===== src/rtl/writeback_queue_if.sv =====
// Writeback queue bundle: ALU/memory result handshakes, regbank write port,
// operand forwarding lookups and occupancy.
interface writeback_queue_if #(
   parameter int unsigned WIDTH   = 32,
   parameter int unsigned REG_SEL = 5,
   parameter int unsigned DEPTH   = 4
);
   localparam int unsigned CNT_W = $clog2(DEPTH) + 1;

   logic               alu_valid;
   logic               alu_ready;
   logic [REG_SEL-1:0] alu_addr;
   logic               alu_sel;
   logic [WIDTH-1:0]   alu_data;

   logic               mem_valid;
   logic               mem_ready;
   logic [REG_SEL-1:0] mem_addr;
   logic               mem_sel;
   logic [WIDTH-1:0]   mem_data;

   logic               wb_stall;
   logic               write_enable;
   logic [REG_SEL-1:0] z_regbank_addr;
   logic               z_regbank_sel;
   logic [WIDTH-1:0]   z_data;

   logic [REG_SEL-1:0] a_regbank_addr;
   logic               a_regbank_sel;
   logic               fwd_a_hit;
   logic [WIDTH-1:0]   fwd_a_data;

   logic [REG_SEL-1:0] b_regbank_addr;
   logic               b_regbank_sel;
   logic               fwd_b_hit;
   logic [WIDTH-1:0]   fwd_b_data;

   logic [CNT_W-1:0]   count;

   modport slave (
      input  alu_valid, alu_addr, alu_sel, alu_data,
      input  mem_valid, mem_addr, mem_sel, mem_data,
      input  wb_stall,
      input  a_regbank_addr, a_regbank_sel, b_regbank_addr, b_regbank_sel,
      output alu_ready, mem_ready,
      output write_enable, z_regbank_addr, z_regbank_sel, z_data,
      output fwd_a_hit, fwd_a_data, fwd_b_hit, fwd_b_data,
      output count
   );

   modport master (
      output alu_valid, alu_addr, alu_sel, alu_data,
      output mem_valid, mem_addr, mem_sel, mem_data,
      output wb_stall,
      output a_regbank_addr, a_regbank_sel, b_regbank_addr, b_regbank_sel,
      input  alu_ready, mem_ready,
      input  write_enable, z_regbank_addr, z_regbank_sel, z_data,
      input  fwd_a_hit, fwd_a_data, fwd_b_hit, fwd_b_data,
      input  count
   );
endinterface


===== src/rtl/writeback_queue.sv =====
// In-order writeback queue between the ALU/memory units and the register bank.
// Drains one entry per cycle and forwards pending results to operand reads.
module writeback_queue #(
   parameter int unsigned WIDTH        = 32,
   parameter int unsigned REG_SEL      = 5,
   parameter int unsigned PRED_REG_SEL = 3,
   parameter int unsigned DEPTH        = 4
) (
   input logic               clk,
   input logic               reset,
   writeback_queue_if.slave  wb
);
   localparam int unsigned PTR_W  = $clog2(DEPTH);
   localparam int unsigned CNT_W  = PTR_W + 1;
   localparam logic        S_REGS = 1'b0;
   localparam logic        P_REGS = 1'b1;

   logic [PTR_W-1:0]   head_q, head_d;
   logic [PTR_W-1:0]   tail_q, tail_d;
   logic [CNT_W-1:0]   count_q, count_d;
   logic [PTR_W-1:0]   alu_slot;
   logic               mem_push, alu_push, drain;

   logic [REG_SEL-1:0] addr_q [DEPTH];
   logic               sel_q  [DEPTH];
   logic [WIDTH-1:0]   data_q [DEPTH];

   // Readiness uses the registered count only; memory results take priority.
   assign wb.mem_ready = (count_q < CNT_W'(DEPTH));
   assign wb.alu_ready = (count_q <= CNT_W'(DEPTH - 2)) ||
                         ((count_q == CNT_W'(DEPTH - 1)) && !wb.mem_valid);

   assign mem_push = wb.mem_valid && wb.mem_ready;
   assign alu_push = wb.alu_valid && wb.alu_ready;
   assign drain    = (count_q != '0) && !wb.wb_stall;

   assign wb.write_enable   = drain;
   assign wb.z_regbank_addr = addr_q[head_q];
   assign wb.z_regbank_sel  = sel_q[head_q];
   assign wb.z_data         = data_q[head_q];
   assign wb.count          = count_q;

   always_comb begin
      alu_slot = tail_q + PTR_W'(mem_push);
      tail_d   = tail_q + PTR_W'(mem_push) + PTR_W'(alu_push);
      head_d   = head_q + PTR_W'(drain);
      count_d  = count_q + CNT_W'(mem_push) + CNT_W'(alu_push) - CNT_W'(drain);
   end

   always_ff @(posedge clk or negedge reset) begin
      if (!reset) begin
         head_q  <= '0;
         tail_q  <= '0;
         count_q <= '0;
      end else begin
         head_q  <= head_d;
         tail_q  <= tail_d;
         count_q <= count_d;
      end
   end

   // Entry payloads are not reset; occupancy alone decides validity.
   always_ff @(posedge clk) begin
      if (mem_push) begin
         addr_q[tail_q] <= wb.mem_addr;
         sel_q[tail_q]  <= wb.mem_sel;
         data_q[tail_q] <= wb.mem_data;
      end
      if (alu_push) begin
         addr_q[alu_slot] <= wb.alu_addr;
         sel_q[alu_slot]  <= wb.alu_sel;
         data_q[alu_slot] <= wb.alu_data;
      end
   end

   // Walk occupied entries oldest to youngest so the youngest match wins.
   function automatic logic [WIDTH:0] lookup(input logic [REG_SEL-1:0] addr,
                                             input logic               sel);
      logic [PTR_W-1:0] idx;
      logic             match;
      logic             hit;
      logic [WIDTH-1:0] data;
      hit  = 1'b0;
      data = '0;
      for (int unsigned i = 0; i < DEPTH; i++) begin
         idx = head_q + PTR_W'(i);
         if (sel == P_REGS) begin
            match = (addr_q[idx][PRED_REG_SEL-1:0] == addr[PRED_REG_SEL-1:0]);
         end else begin
            match = (addr_q[idx] == addr);
         end
         if ((CNT_W'(i) < count_q) && (sel_q[idx] == sel) && match) begin
            hit  = 1'b1;
            data = (sel == S_REGS) ? data_q[idx] : {{(WIDTH-1){1'b0}}, data_q[idx][0]};
         end
      end
      return {hit, data};
   endfunction

   always_comb begin
      {wb.fwd_a_hit, wb.fwd_a_data} = lookup(wb.a_regbank_addr, wb.a_regbank_sel);
      {wb.fwd_b_hit, wb.fwd_b_data} = lookup(wb.b_regbank_addr, wb.b_regbank_sel);
   end
endmodule


===== src/flat_wrapper.sv =====
// flat-port wrapper written by rule: the top's interface ports become plain ports
module writeback_queue_flat 
#(
   parameter int unsigned WIDTH        = 32,
   parameter int unsigned REG_SEL      = 5,
   parameter int unsigned PRED_REG_SEL = 3,
   parameter int unsigned DEPTH        = 4
)
  (clk, reset, wb_alu_valid, wb_alu_addr, wb_alu_sel, wb_alu_data, wb_mem_valid, wb_mem_addr, wb_mem_sel, wb_mem_data, wb_wb_stall, wb_a_regbank_addr, wb_a_regbank_sel, wb_b_regbank_addr, wb_b_regbank_sel, wb_alu_ready, wb_mem_ready, wb_write_enable, wb_z_regbank_addr, wb_z_regbank_sel, wb_z_data, wb_fwd_a_hit, wb_fwd_a_data, wb_fwd_b_hit, wb_fwd_b_data, wb_count);
  writeback_queue_if #(.WIDTH(WIDTH), .REG_SEL(REG_SEL), .DEPTH(DEPTH)) wb_i ();
  input logic clk;
  input logic reset;
  input wire logic [$bits(wb_i.alu_valid)-1:0] wb_alu_valid;
  input wire logic [$bits(wb_i.alu_addr)-1:0] wb_alu_addr;
  input wire logic [$bits(wb_i.alu_sel)-1:0] wb_alu_sel;
  input wire logic [$bits(wb_i.alu_data)-1:0] wb_alu_data;
  input wire logic [$bits(wb_i.mem_valid)-1:0] wb_mem_valid;
  input wire logic [$bits(wb_i.mem_addr)-1:0] wb_mem_addr;
  input wire logic [$bits(wb_i.mem_sel)-1:0] wb_mem_sel;
  input wire logic [$bits(wb_i.mem_data)-1:0] wb_mem_data;
  input wire logic [$bits(wb_i.wb_stall)-1:0] wb_wb_stall;
  input wire logic [$bits(wb_i.a_regbank_addr)-1:0] wb_a_regbank_addr;
  input wire logic [$bits(wb_i.a_regbank_sel)-1:0] wb_a_regbank_sel;
  input wire logic [$bits(wb_i.b_regbank_addr)-1:0] wb_b_regbank_addr;
  input wire logic [$bits(wb_i.b_regbank_sel)-1:0] wb_b_regbank_sel;
  output wire logic [$bits(wb_i.alu_ready)-1:0] wb_alu_ready;
  output wire logic [$bits(wb_i.mem_ready)-1:0] wb_mem_ready;
  output wire logic [$bits(wb_i.write_enable)-1:0] wb_write_enable;
  output wire logic [$bits(wb_i.z_regbank_addr)-1:0] wb_z_regbank_addr;
  output wire logic [$bits(wb_i.z_regbank_sel)-1:0] wb_z_regbank_sel;
  output wire logic [$bits(wb_i.z_data)-1:0] wb_z_data;
  output wire logic [$bits(wb_i.fwd_a_hit)-1:0] wb_fwd_a_hit;
  output wire logic [$bits(wb_i.fwd_a_data)-1:0] wb_fwd_a_data;
  output wire logic [$bits(wb_i.fwd_b_hit)-1:0] wb_fwd_b_hit;
  output wire logic [$bits(wb_i.fwd_b_data)-1:0] wb_fwd_b_data;
  output wire logic [$bits(wb_i.count)-1:0] wb_count;
  assign wb_i.alu_valid = wb_alu_valid;
  assign wb_i.alu_addr = wb_alu_addr;
  assign wb_i.alu_sel = wb_alu_sel;
  assign wb_i.alu_data = wb_alu_data;
  assign wb_i.mem_valid = wb_mem_valid;
  assign wb_i.mem_addr = wb_mem_addr;
  assign wb_i.mem_sel = wb_mem_sel;
  assign wb_i.mem_data = wb_mem_data;
  assign wb_i.wb_stall = wb_wb_stall;
  assign wb_i.a_regbank_addr = wb_a_regbank_addr;
  assign wb_i.a_regbank_sel = wb_a_regbank_sel;
  assign wb_i.b_regbank_addr = wb_b_regbank_addr;
  assign wb_i.b_regbank_sel = wb_b_regbank_sel;
  assign wb_alu_ready = wb_i.alu_ready;
  assign wb_mem_ready = wb_i.mem_ready;
  assign wb_write_enable = wb_i.write_enable;
  assign wb_z_regbank_addr = wb_i.z_regbank_addr;
  assign wb_z_regbank_sel = wb_i.z_regbank_sel;
  assign wb_z_data = wb_i.z_data;
  assign wb_fwd_a_hit = wb_i.fwd_a_hit;
  assign wb_fwd_a_data = wb_i.fwd_a_data;
  assign wb_fwd_b_hit = wb_i.fwd_b_hit;
  assign wb_fwd_b_data = wb_i.fwd_b_data;
  assign wb_count = wb_i.count;
  writeback_queue #(.WIDTH(WIDTH), .REG_SEL(REG_SEL), .PRED_REG_SEL(PRED_REG_SEL), .DEPTH(DEPTH)) u_core (.clk(clk), .reset(reset), .wb(wb_i));
endmodule

===== config.mk =====
export PLATFORM = sky130hd
export DESIGN_NAME = writeback_queue_flat
export DESIGN_NICKNAME = d
export VERILOG_FILES = /design/src/rtl/writeback_queue_if.sv /design/src/rtl/writeback_queue.sv /design/src/flat_wrapper.sv
export SDC_FILE = /design/constraint.sdc
export NUM_CORES = 1
export LEC_CHECK = 0
export ABC_AREA = 1
export BUFFER_PORTS_ARGS = -buffer_cell sky130_fd_sc_hd__buf_2
export CAP_MARGIN = 5
export CORE_MARGIN = 5
export CORE_UTILIZATION = 40
export DETAILED_ROUTE_END_ITERATION = 8
export PLACE_DENSITY = 0.69
export SYNTH_ARGS = -nofsm -noshare
export SYNTH_HDL_FRONTEND = slang
export SYNTH_SLANG_ARGS = --single-unit

===== constraint.sdc =====
create_clock -name clk -period 5.65 [get_ports clk]
set_input_delay 0 -clock clk [delete_from_list [all_inputs] [get_ports clk]]
set_output_delay 0 -clock clk [all_outputs]
set_load 0.02 [all_outputs]

## Word level (Yosys, flattened, before mapping)

Memories as Yosys holds them, arrays and structs flattened.
Index checks and enable logic that the tools add are counted.

| word-level totals | value |
|---|---|
| output and inout bits | 110 |
| bits in writable memories | 152 |
| bits of input ports | 93 |
| logic and storage cells | 106 |
| memories | 3 |
| bits in registers | 7 |

| operators by class | value |
|---|---|
| eq/ne operators | 25 |
| add/sub/neg operators | 9 |
| reduce and logical (&&, ||, !) cells | 24 |
| mux-type cells | 36 |
| order comparisons | 6 |

Memory list:

| memory | depth | bits a word | read ports | clocked after Yosys merged registers in | wr ports | RTL line | RTL |
|---|---|---|---|---|---|---|---|
| u_core.data_q | 4 | 32 | 4 | 0 | 2 | writeback_queue.sv:26 | `logic [WIDTH-1:0] data_q [DEPTH];` |
| u_core.addr_q | 4 | 5 | 4 | 0 | 2 | writeback_queue.sv:24 | `logic [REG_SEL-1:0] addr_q [DEPTH];` |
| u_core.sel_q | 4 | 1 | 4 | 0 | 2 | writeback_queue.sv:25 | `logic sel_q [DEPTH];` |

Operator list:

| kind | count |
|---|---|
| $mux 32 | 16 |
| $eq 5x5->1 | 8 |
| $eq 3x3->1 | 8 |
| $logic_and 1x1->1 | 20 |
| $mux 1 | 20 |
| $eq 1x1->1 | 8 |
| $add 2x1->2 | 3 |
| $add 3x1->3 | 2 |
| $lt 1x3->1 const A | 2 |
| $lt 2x3->1 const A | 2 |
| $add 2x2->2 const B | 2 |
| $eq 3x2->1 const B | 1 |
| $le 3x2->1 const B | 1 |
| $lt 3x3->1 const B | 1 |
| $reduce_bool 3->1 | 1 |
| $sub 3x1->3 | 1 |
| $add 2x1->2 const B | 1 |
| $logic_not 1->1 | 2 |
| $logic_or 1x1->1 | 1 |

## Depth between registers and ports, before layout

Gate-level depths: netlist of run 1.
An unclocked memory read counts as a cell.

| logic depth | value |
|---|---|
| depth in word-level cells | 8 |
| gate-level depth with buffers | 17 |
| depth with buffers taken out | 15 |

## Worst setup path after synthesis of run 1

Ideal clock, no wire load.

| timing | value |
|---|---|
| path kind | flip-flop to flip-flop |
| start | register u_core.count_q[2] (netlist: u_core.wb.count[2]) |
| end | memory u_core.addr_q[2][0] (enable) |
| arrival time | 3610 ps |
| path slack | 1549 ps |
| stages on the path, launching flop included | 4 |
| setup time | 491 ps |
| path buffers | 0 |
| clock period less this slack | 4101 ps |
| required time | 5159 ps |
| cells stage by stage | dfrtp_1 nor2_1 inv_1 o31ai_1 |

RTL lines:

| item | RTL line | RTL |
|---|---|---|
| start: declaration | writeback_queue.sv:20 | `logic [CNT_W-1:0] count_q, count_d;` |
| start signal: assignment | writeback_queue.sv:58 | `count_q <= count_d;` |
| end: declaration | writeback_queue.sv:24 |  |

## Final worst setup path of run 1

| timing | value |
|---|---|
| start | register u_core.head_q[0] |
| end | output port wb_fwd_a_data[0] |

| on the way | value |
|---|---|
| longest elaborated chain between the ends | 8 |
| elaborated cells on any way between the ends | 38 |
| those cells by class | 3 x add/sub; 12 x eq/ne; 12 x mux; 8 x reduce/logical; 3 x memory |

Ends and longest elaborated chain:

| item | RTL line | RTL |
|---|---|---|
| start: declaration | writeback_queue.sv:18 | `logic [PTR_W-1:0] head_q, head_d;` |
| start signal: assignment | writeback_queue.sv:52 | `head_q <= '0;` |
| start signal: assignment | writeback_queue.sv:56 | `head_q <= head_d;` |
| $add 2x1->2 (tied with other cells) | writeback_queue.sv:86 | `idx = head_q + PTR_W'(i);` |
| $mem_v2 4x5 (tied with other cells) | -- |  |
| $eq 5x5->1 (tied with other cells) | writeback_queue.sv:90 | `match = (addr_q[idx] == addr);` |
| $mux 1 or $logic_and 1x1->1 (tied branches) | writeback_queue.sv:87, writeback_queue.sv:92 |  |
| $logic_and 1x1->1 or $mux 32 (tied branches) | writeback_queue.sv:92 | `if ((CNT_W'(i) < count_q) && (sel_q[idx] == sel) && match) begin` |
| $mux 32 (2 in a row) | writeback_queue.sv:92 |  |
| $mux 32 (*) | writeback_queue.sv:92 |  |
| end: declaration | flat_wrapper.sv:33 | `output wire logic [$bits(wb_i.fwd_a_data)-1:0] wb_fwd_a_data;` |

Every way passes the cells marked *; elsewhere a longest branch is shown, timed or not.

==> flow_metrics.py, run 1 <==
metrics = {
    "global_route": {
        "grt_pass1_wl_um": 81300,
        "grt_overflow": 0,
        "grt_max_degree": 77,
        "antenna_found_initial": 5,
        "grt_pass1_vias": 14611,
        "grt_usage_pct": 25.9,
    },
    "synth": {
        "syn_inst": 2160,
        "ys_seq_area_share_pct": 33.1,
        "synth.most_common_cell": "nand2_1",
        "synthAdderAreaFrac_pct": 0.804,
        "synth_top_family_by_area": "simple AND/OR/NAND/NOR gates",
        "synth_top_area_share_pct": 31.9,
        "synth-edff-count": 152,
        "async_flop_share_pct": 4.40,
        "synth-main-ff-cell": "edfxtp_1",
        "avgSynthCellArea_um2": 6.63,
        "ys_top_cells_by_count": "nand2_1, o21ai_0, inv_1, nand3_1, edfxtp_1",
        "ys_types": 35,
        "synth_nets": 2261,
        "syn_area_mm2": 0.0143,
        "synth-compound-area-share_pct": 13.4,
        "yosys-top-cells-area": "edfxtp_1, nand2_1, o21ai_0",
        "synthMuxAreaShare_pct": 8.94,
        "yosysWarningCount": 0,
        "synth-simple-area-share_pct": 32.5,
        "synth_xor_area_share_pct": 0.489,
        "ys_seq_elements": 159,
        "yosysTopAreaCell": "edfxtp_1",
    },
    "clock_tree": {
        "root_buffer": "clkbuf_16",
        "htree_levels": 4,
        "cts_buffers": 17,
        "path_clk_slew_ns": 0.06,
        "clockBufferDepth": 2,
        "ctsResizeCount": 0,
        "cts_tree": "yes",
        "clock-sinks": 159,
        "cts_setup_buffers": 0,
        "insertion_delay_ns": 0.43,
        "postCtsHoldBufs": 104,
    },
    "power": {
        "switching_share_pct": 55.6,
        "leakagePower_nw": 8.59,
        "p_total_mw": 10.5,
        "clkPwrFrac_pct": 10.7,
        "ir_drop_mv": 0.268,
        "p_comb_share_pct": 69.7,
        "powerDensity_mw_per_mm2": 611,
        "p_seq_share_pct": 19.7,
        "power_switching_mw": 5.82,
        "p_int_mw": 4.64,
    },
    "timing": {
        "worstMarginPinSlew_ns": 1.16,
        "maxSlewViolCount": 0,
        "hold_viol": 0,
        "setup_viol": 0,
        "slew_headroom_pct": 22.5,
        "finClkSkew_ns": 0.00740,
        "fin_crit_ns": 4.66,
        "clock.fmax_ghz": 0.215,
        "fin_ws_ns": 0.992,
        "finalSetupTns_ns": 0,
        "fin_crit_sh_pct": 82.4,
        "rsz0062_at_grt": "no",
    },
    "drt": {
        "drc": 0,
        "routed_wl_um": 52500,
        "drtIter0Drc": 1478,
        "wl_per_cell_um": 18.5,
        "viasPerCell": 5.49,
        "ant_nets": 0,
        "vias": 15574,
        "first_pass_iters": 6,
    },
    "worst_setup_path": {
        "endpoint_kind": "output pin",
        "arrival_ns": 4.66,
        "crit_fanout": 58,
        "required_ns": 5.65,
        "start_kind": "register",
        "critPathKind": "register to output pin",
    },
    "die": {
        "fp.coreArea_mm2": 0.0355,
        "rows": 69,
        "dieWidth_um": 199,
        "start_util_pct": 40.4,
        "die_h_um": 199,
        "pin_count": 203,
        "die_area_mm2": 0.0397,
    },
    "place": {
        "globalplace.congestion": 0.940,
        "place_hpwl_um": 36900,
        "port_buffers": 202,
        "place_worst_setup_slack_ns": 1.59,
    },
    "finish": {
        "drive_above_1_share_pct": 12.6,
        "fillerInstances": 3510,
        "area_growth_pct": 19.6,
        "layout.nets": 2467,
    },
    "job": {
        "drv_cap": 0,
    },
    "hold_path": {
        "hp-class": "input port to register",
    },
    "outcome": {
        "status": "finished clean",
    },
}
cell families (layout without fill, tap and decap cells):
| logic type | Yosys count | after routing |
|---|---|---|
| mux | 128 | 128 |
| other cells | 0 | 1 |
| fa+ha+maj | 8 | 8 |
| flops | 159 | 159 |
| xor+xnor | 8 | 8 |
| compound gates | 375 | 375 |
| simple gates | 1116 | 1116 |
| buf+inv | 366 | 583 |
through the flow:
stage / hold slack, ns / cells / utilization [%] / instance area, um2
final: 0.0173 / 2839 / 48.3 / 17100
after global routing: 0.0402 / 2838 / 48.3 / 17100
after CTS: 0.000726 / 2838 / 48.3 / 17100
after detailed placement: -0.135 / 2704 / 43.7 / 15500
after global placement: -0.136 / 2704 / 43.7 / 15500
after floorplan: -0.296 / 2160 / - / 14300
critical path: stages, from the launching register on:
cell	delay, ns
dfrtp_4	0.47
buf_4	0.72
nand2_1	0.15
nand2_2	0.40
nand2_1	0.09
o21ai_1	0.15
inv_1	0.09
nand2_1	0.06
nand4_1	0.07
nor2_1	0.19
nand2_2	0.63
buf_4	0.48
nand2_1	0.07
inv_1	0.04
a21oi_1	0.27
buf_2	0.23
cells in the final DEF, fill, tap and decap left out, types with 4 or more instances in the layout:
| cell | synthesis | layout |
|---|---|---|
| nand3b_1 | 32 | 32 |
| buf_2 | 54 | 202 |
| nand4_1 | 41 | 41 |
| o21ai_0 | 293 | 291 |
| ha_1 | 6 | 6 |
| a21oi_1 | 66 | 65 |
| clkinv_4 | 0 | 5 |
| nor2_2 | 3 | 4 |
| nand3_1 | 173 | 169 |
| nand2_2 | 1 | 4 |
| edfxtp_1 | 152 | 152 |
| nor2_1 | 134 | 133 |
| mux2i_1 | 128 | 128 |
| dlygate4sd3_1 | 0 | 104 |
| inv_2 | 7 | 7 |
| inv_1 | 203 | 203 |
| clkbuf_16 | 0 | 17 |
| xor2_1 | 5 | 5 |
| nand2_1 | 729 | 726 |
| dfrtp_1 | 7 | 6 |
| o21ai_1 | 5 | 5 |
| nand3_2 | 0 | 4 |
| buf_4 | 16 | 35 |
flip-flops by register name, summed over array words and instances, names as in the netlist:
register,count
u_core.sel_q,4
u_core.tail_q,2
u_core.head_q,2
u_core.wb.count,3
u_core.addr_q,20
u_core.data_q,128
worst paths after layout:
path / from / end / slack, ns / depth (start not counted)
max in group asynchronous: reset / u_core.head_q[0] / 4.64 / 3
min: wb_alu_addr[4] / u_core.addr_q[1][4] / 0.02 / 3
min in group asynchronous: reset / u_core.wb.count[1] / 0.64 / 3
min reg2reg: u_core.tail_q[1] / u_core.tail_q[1] / 0.75 / 2
max reg2reg: u_core.wb.count[2] / u_core.data_q[2][12] / 1.91 / 13
max: u_core.head_q[0] / wb_fwd_a_data[0] / 0.99 / 15
power by group through the flow:
stage / combinational (mW) / clock [mW] / sequential (mW)
finish: 7.29 / 1.12 / 2.06
global route: 8.01 / 1.17 / 2.10
CTS: 7.20 / 1.13 / 2.05
detailed placement: 7.04 / 0 / 2.07
global placement: 6.97 / 0 / 2.05
floorplan: 4.99 / 0 / 2.05
final cells by class:
type | instances | area [um2] | area share (%)
sequential | 159 | 4740 | 27.7
clock buffer | 17 | 425 | 2.48
clock inverter | 13 | 143 | 0.833
tap | 461 | 577 | 3.37
inverter | 212 | 796 | 4.65
antenna | 1 | 2.50 | 0.0146
timing repair buffer | 341 | 2310 | 13.5
multi-input combinational | 1635 | 8130 | 47.5
per-layer routing:
layer | up-vias | global-route usage (%) | wire length [um]
met5 | - | 0 | 54
met4 | 8 | 11.6 | 2090
met3 | 143 | 4.54 | 4730
met2 | 821 | 42.0 | 24000
met1 | 7082 | 34.0 | 21600
li1 | 7520 | - | -
No activity file was read; power rests on OpenSTA's default activity.
==> run 2: changes to the inputs <==
ABC_AREA = 0   (was 1)
PLACE_DENSITY = 0.72   (was 0.69)
clock period = 4 ns   (was 5.65 ns; I/O delays follow)
==> run 2 against run 1 <==
  * Design area decreased by 7.3%
  * Die area shrank 10%
  * Sequential share of layout area grew 2.2 points
  * Critical path depth decreased by 6
  * Utilization grew 2.0 points
  * Critical endpoint is now wb_fwd_b_data[11]
  * Largest power group unchanged
==> flow_metrics.py, run 2 <==
metrics = {
    "outcome": {
        "status": "finished clean",
    },
    "power": {
        "power_switching_mw": 6.32,
        "ir_drop_mv": 0.425,
        "powerDensity_mw_per_mm2": 825,
        "p_comb_share_pct": 65.0,
        "clkPwrFrac_pct": 12.5,
        "p_int_mw": 6.77,
        "p_seq_share_pct": 22.5,
        "switching_share_pct": 48.3,
        "leakagePower_nw": 5.93,
    },
    "die": {
        "rows": 65,
        "die_h_um": 189,
        "start_util_pct": 40.6,
        "pin_count": 203,
        "die_area_mm2": 0.0357,
        "fp.coreArea_mm2": 0.0316,
        "dieWidth_um": 189,
    },
    "timing": {
        "clock.fmax_ghz": 0.254,
        "fin_crit_sh_pct": 98.3,
        "fin_crit_ns": 3.93,
        "finalSetupTns_ns": 0,
        "setup_viol": 0,
        "hold_viol": 0,
        "maxSlewViolCount": 0,
        "worstMarginPinSlew_ns": 1.07,
        "fin_ws_ns": 0.0671,
        "slew_headroom_pct": 28.5,
        "finClkSkew_ns": 0.0149,
        "hold-worst-slack_ns": 0.0544,
    },
    "worst_setup_path": {
        "start_kind": "register",
        "crit_chain": "mux4_2 -> xor2_1 -> a211o_1 -> nor4_1 -> or2_2 -> o2111ai_4 -> buf_4 -> o22ai_1 -> buf_2",
        "crit_buf_inv": 2,
        "max_stage_delay_ns": 0.73,
        "worst-r2r-cell-count": 10,
        "slowest_stage": "dfrtp_4",
        "arrival_ns": 3.93,
        "required_ns": 4.00,
        "r2r_slack_ns": 0.35,
        "r2r_end": "u_core.data_q[3][14]",
        "critPathKind": "register to output pin",
        "crit_fanout": 31,
        "regToRegStartpoint": "u_core.wb.count[2]",
        "endpoint_kind": "output pin",
        "cp_top_family": "simple AND/OR/NAND/NOR gates",
    },
    "hold_path": {
        "hp-class": "input port to register",
        "whs_path_depth": 3,
        "min_from": "wb_wb_stall",
        "min_to": "u_core.head_q[0]",
    },
    "clock_tree": {
        "htree_levels": 4,
        "root_buffer": "clkbuf_16",
        "ctsResizeCount": 0,
        "path_clk_slew_ns": 0.06,
        "clock-sinks": 159,
        "cts_tree": "yes",
        "insertion_delay_ns": 0.44,
        "clockBufferDepth": 2,
        "cts_buffers": 17,
    },
    "synth": {
        "yosys-top-cells-area": "edfxtp_1, mux2_2, mux2i_1",
        "synth_top_area_share_pct": 35.7,
        "synth-main-ff-cell": "edfxtp_1",
        "synth-edff-count": 152,
        "yosysTopAreaCell": "edfxtp_1",
        "ys_top_cells_by_count": "mux2_2, edfxtp_1, mux2i_1, nand2_1, a21oi_1",
        "synth_nets": 1340,
        "syn_area_mm2": 0.0128,
        "ys_seq_elements": 159,
        "avgSynthCellArea_um2": 10.3,
        "async_flop_share_pct": 4.40,
        "syn_inst": 1239,
        "yosysWarningCount": 0,
        "ys_seq_area_share_pct": 37.0,
        "ys_types": 53,
        "synth.most_common_cell": "mux2_2",
    },
    "job": {
        "drv_cap": 0,
    },
    "drt": {
        "first_pass_iters": 6,
        "wl_per_cell_um": 22.3,
        "viasPerCell": 6.10,
        "drc": 0,
        "ant_nets": 0,
        "vias": 11607,
        "drtIter0Drc": 1121,
        "routed_wl_um": 42400,
    },
    "place": {
        "globalplace.congestion": 0.899,
        "place_hpwl_um": 26900,
        "place_worst_setup_slack_ns": 0.542,
        "place_area_mm2": 0.0141,
        "port_buffers": 202,
    },
    "global_route": {
        "grt_pass1_wl_um": 64500,
        "grt_pass1_vias": 11608,
        "grt_usage_pct": 22.8,
        "grt_max_degree": 87,
        "antenna_found_initial": 3,
        "grt_overflow": 0,
    },
    "finish": {
        "fin_area_mm2": 0.0159,
        "area_growth_pct": 24.0,
        "fillerInstances": 2824,
        "largest_register": "u_core.data_q",
        "drive_above_1_share_pct": 32.4,
        "largestRegisters": "u_core.data_q (128), u_core.addr_q (20), u_core.sel_q (4)",
        "layout.nets": 1587,
        "final_common_cell": "buf_2",
        "largest_reg_flops": 128,
        "mostFrequentLayoutCells": "buf_2, mux2_2, edfxtp_1",
    },
}
-- run 2: worst register-to-register path, delay by kind of cell (launching register included) --
kind	cells	cell delay, ns
mux	1	0.38
simple gates	3	0.85
buf+inv	4	1.11
flops	1	0.47
compound gates	1	0.34
fa+ha+maj	1	0.26
-- run 2: worst max path at each step --
stage / start / cells after the start / end / slack, ns
global placement: u_core.head_q[1] / 8 / wb_fwd_a_data[12] / 0.64
finish: u_core.head_q[0] / 9 / wb_fwd_b_data[11] / 0.07
CTS: u_core.head_q[1] / 8 / wb_fwd_a_data[20] / 0.07
floorplan: u_core.wb.count[2] / 9 / u_core.addr_q[2][0] / 0.19
global route: u_core.head_q[0] / 9 / wb_fwd_b_data[11] / -0.02
detailed placement: u_core.head_q[1] / 8 / wb_fwd_a_data[20] / 0.54
-- run 2: area by class of cell --
cell class	instances	area, um2	share of cell area [%]
Antenna cell	3	7.51	0.0473
Clock buffer	17	425	2.68
Clock inverter	14	149	0.938
Inverter	14	55.1	0.347
Multi-Input combinational cell	951	7530	47.4
Sequential cell	159	4750	29.9
Tap cell	402	503	3.17
Timing Repair Buffer	343	2450	15.5
-- run 2: logic make-up (layout without fill, tap and decap cells) --
group,after synthesis,after routing,share of synthesized area (%)
AOI/OAI and AO/OA,317,317,15.8
xor gates and xnor gates,49,49,3.35
adders and majority gates,8,8,0.899
buffers and inverters,129,388,4.62
DFF,159,159,37.0
muxes,316,316,28.4
other,0,3,0
and+or+nand+nor,261,261,9.87
-- run 2: per-layer routing --
metal / GRT usage [%] / routed length [um] / vias to the layer above
met4: 8.58 / 1330 / 0
met1: 28.3 / 16900 / 5591
li1: - / - / 5251
met2: 39.6 / 20700 / 658
met3: 4.44 / 3530 / 107
met5: 0 / 0 / -
-- run 2: power groups by stage --
stage | clock network, mW | registers, mW | logic, mW
after CTS | 1.66 | 2.96 | 8.35
after floorplan | 0 | 2.80 | 6.08
after global routing | 1.73 | 3.00 | 9.13
final | 1.64 | 2.94 | 8.51
after global placement | 0 | 2.95 | 8.01
after detailed placement | 0 | 2.99 | 8.14
-- run 2: repair_timing --
| item | 4_1_cts | 5_1_grt |
|---|---|---|
| hold endpoints to repair | 159 | 0 |
| hold buffers | 116 | 0 |
| buffers inserted | 0 | 1 |
| endpoints found under the setup margin | 0 | 42 |
-- run 2: stage by stage --
step	util, %	instances	power (mW)
finish	50.3	1903	13.1
global route	50.3	1903	13.9
CTS	50.2	1899	13.0
detailed placement	44.7	1752	11.1
global placement	44.7	1752	11.0
floorplan	-	1239	8.88
==> run 3: changes to the inputs <==
ABC_AREA = 1   (was 0)
PLACE_DENSITY = 0.71   (was 0.72)
==> run 3 against run 2 <==
  * Register-to-register slack better by 0.19 ns
  * Hold slack worse by 0.032 ns
  * Global-route usage is 3.7 points higher
  * Utilization is 1.8 points lower
  * Critical path depth is 6 higher
  * Routed wire length is 28% higher
  * Sequential cell count stayed put
  * Clock power hardly changed
  * Critical path type unchanged
  * Largest cell class unchanged
  * Highest routed layer is now met5
==> flow_metrics.py, run 3 (synthesis results as in run 1) <==
metrics = {
    "place": {
        "place_hpwl_um": 38600,
        "globalplace.congestion": 0.959,
        "placedCellCount": 2714,
        "port_buffers": 202,
        "place_worst_setup_slack_ns": 0.686,
        "place_area_mm2": 0.0156,
    },
    "global_route": {
        "grt_pass1_vias": 14785,
        "grt_max_degree": 77,
        "grt_usage_pct": 26.6,
        "antenna_found_initial": 5,
        "grt_overflow": 0,
        "grt_pass1_wl_um": 83200,
    },
    "timing": {
        "clock.fmax_ghz": 0.267,
        "hold_viol": 0,
        "setup_viol": 0,
        "worstMarginPinSlew_ns": 1.22,
        "fin_crit_ns": 3.74,
        "finClkSkew_ns": 0.00978,
        "rsz0062_at_grt": "no",
        "finalSetupTns_ns": 0,
        "hold-worst-slack_ns": 0.0222,
        "fin_crit_sh_pct": 93.5,
        "fin_ws_ns": 0.259,
        "slew_headroom_pct": 19.0,
        "maxSlewViolCount": 0,
    },
    "die": {
        "start_util_pct": 40.4,
        "die_area_mm2": 0.0397,
        "rows": 69,
        "pin_count": 203,
        "dieWidth_um": 199,
        "fp.coreArea_mm2": 0.0355,
        "die_h_um": 199,
    },
    "job": {
        "drv_cap": 0,
    },
    "finish": {
        "largestRegisters": "u_core.data_q (128), u_core.addr_q (20), u_core.sel_q (4)",
        "fin_area_mm2": 0.0172,
        "area_growth_pct": 20.2,
        "layout.nets": 2475,
        "largest_register": "u_core.data_q",
        "final_cells": 2847,
        "insertedDiodeCount": 0,
        "largest_reg_flops": 128,
        "mostFrequentLayoutCells": "nand2_1, o21ai_0, inv_1",
        "drive_above_1_share_pct": 13.0,
        "finish.utilization_pct": 48.5,
        "final_common_cell": "nand2_1",
    },
    "clock_tree": {
        "cts_setup_buffers": 0,
        "root_buffer": "clkbuf_16",
        "htree_levels": 4,
        "path_clk_slew_ns": 0.07,
        "cts_buffers": 17,
        "insertion_delay_ns": 0.43,
        "cts_tree": "yes",
        "clock-sinks": 159,
        "clockBufferDepth": 2,
    },
    "worst_setup_path": {
        "r2r_end": "u_core.data_q[2][19]",
        "critPathKind": "register to output pin",
        "crit_fanout": 35,
        "start_kind": "register",
        "worst-r2r-cell-count": 12,
        "required_ns": 4.00,
        "regToRegStartpoint": "u_core.wb.count[2]",
        "endpoint_kind": "output pin",
        "r2r_slack_ns": 0.54,
        "arrival_ns": 3.74,
    },
    "power": {
        "p_total_mw": 15.1,
        "powerDensity_mw_per_mm2": 879,
        "ir_drop_mv": 0.383,
        "leakagePower_nw": 8.63,
    },
    "drt": {
        "viasPerCell": 5.57,
        "drc": 0,
        "highest_layer": "met5",
        "vias": 15865,
        "ant_nets": 0,
        "routed_wl_um": 54400,
        "dr_wl_met3_um": 5680,
        "first_pass_iters": 6,
        "met1Wirelength_um": 22400,
        "drtIter0Drc": 1780,
        "wl_per_cell_um": 19.1,
        "met2_length_um": 23600,
    },
    "outcome": {
        "status": "finished clean",
    },
    "hold_path": {
        "whs_path_depth": 3,
        "hp-class": "input port to register",
        "min_to": "u_core.data_q[1][23]",
        "min_from": "wb_alu_data[23]",
    },
}
==> run 3: changes by cell type in the layout (fill, tap and decap cells not counted), moves of 39 or more <==
cell     previous run  this run
inv_1              12       203
mux2_2            187         0
nand2_1            70       725
nand3_1             4       169
nand4_1             2        41
nor2_1             64       133
o21ai_0            65       291
o22ai_1            60         0
==> run 3: repair_timing <==
item / 4_1_cts / 5_1_grt
endpoints found under the hold margin: 160 / 0
resized for setup: 0 / 1
hold buffers: 102 / 0
setup endpoints to repair: 0 / 19
==> run 3: per-layer routing <==
| layer | GRT usage [%] | up-vias |
|---|---|---|
| met5 | 0 | - |
| met4 | 12.7 | 10 |
| met3 | 5.61 | 187 |
| met2 | 40.8 | 943 |
| met1 | 35.9 | 7195 |
| li1 | - | 7530 |
==> run 3: where the power goes <==
part	internal (mW)	total [mW]	leakage (nW)	switching, mW
registers	2.62	2.95	1.48	0.333
logic	3.09	10.6	6.89	7.46
clock network	0.925	1.64	0.271	0.715
==> run 3: worst max-delay path by stage <==
stage	from	depth (start not counted)	slack, ns	endpoint
2_1_floorplan	u_core.wb.count[2]	3	-0.10	u_core.addr_q[2][0]
3_5_place_dp	u_core.head_q[0]	14	0.69	wb_fwd_b_data[9]
6_report	u_core.head_q[0]	15	0.26	wb_fwd_b_data[9]
5_1_grt	u_core.head_q[0]	13	0.07	wb_fwd_a_data[23]
4_1_cts	u_core.head_q[0]	14	0.21	wb_fwd_b_data[9]
3_3_place_gp	u_core.head_q[0]	15	0.73	wb_fwd_b_data[9]
==> run 3: final cells by class <==
type	count	area (um2)
fillers	3422	18300
multi-input cells	1635	8130
flip-flops and latches	159	4740
repair buffers	349	2390
inverters	212	796
well taps	461	577
clock buffers	17	425
clock inverters	14	155
==> run 3: worst max-delay path, stage by stage (launching register included) <==
cell and delay, ns:
dfrtp_4 0.64, inv_2 0.17, nand2_1 0.08, nand2_2 0.35
nand2_1 0.15, nand3_1 0.14, nand2_1 0.07, clkinv_1 0.05
nand2_1 0.08, nor2_4 0.15, nand2_4 0.07, a21oi_4 0.52
buf_4 0.33, nand2_1 0.07, a21oi_1 0.20, buf_2 0.20
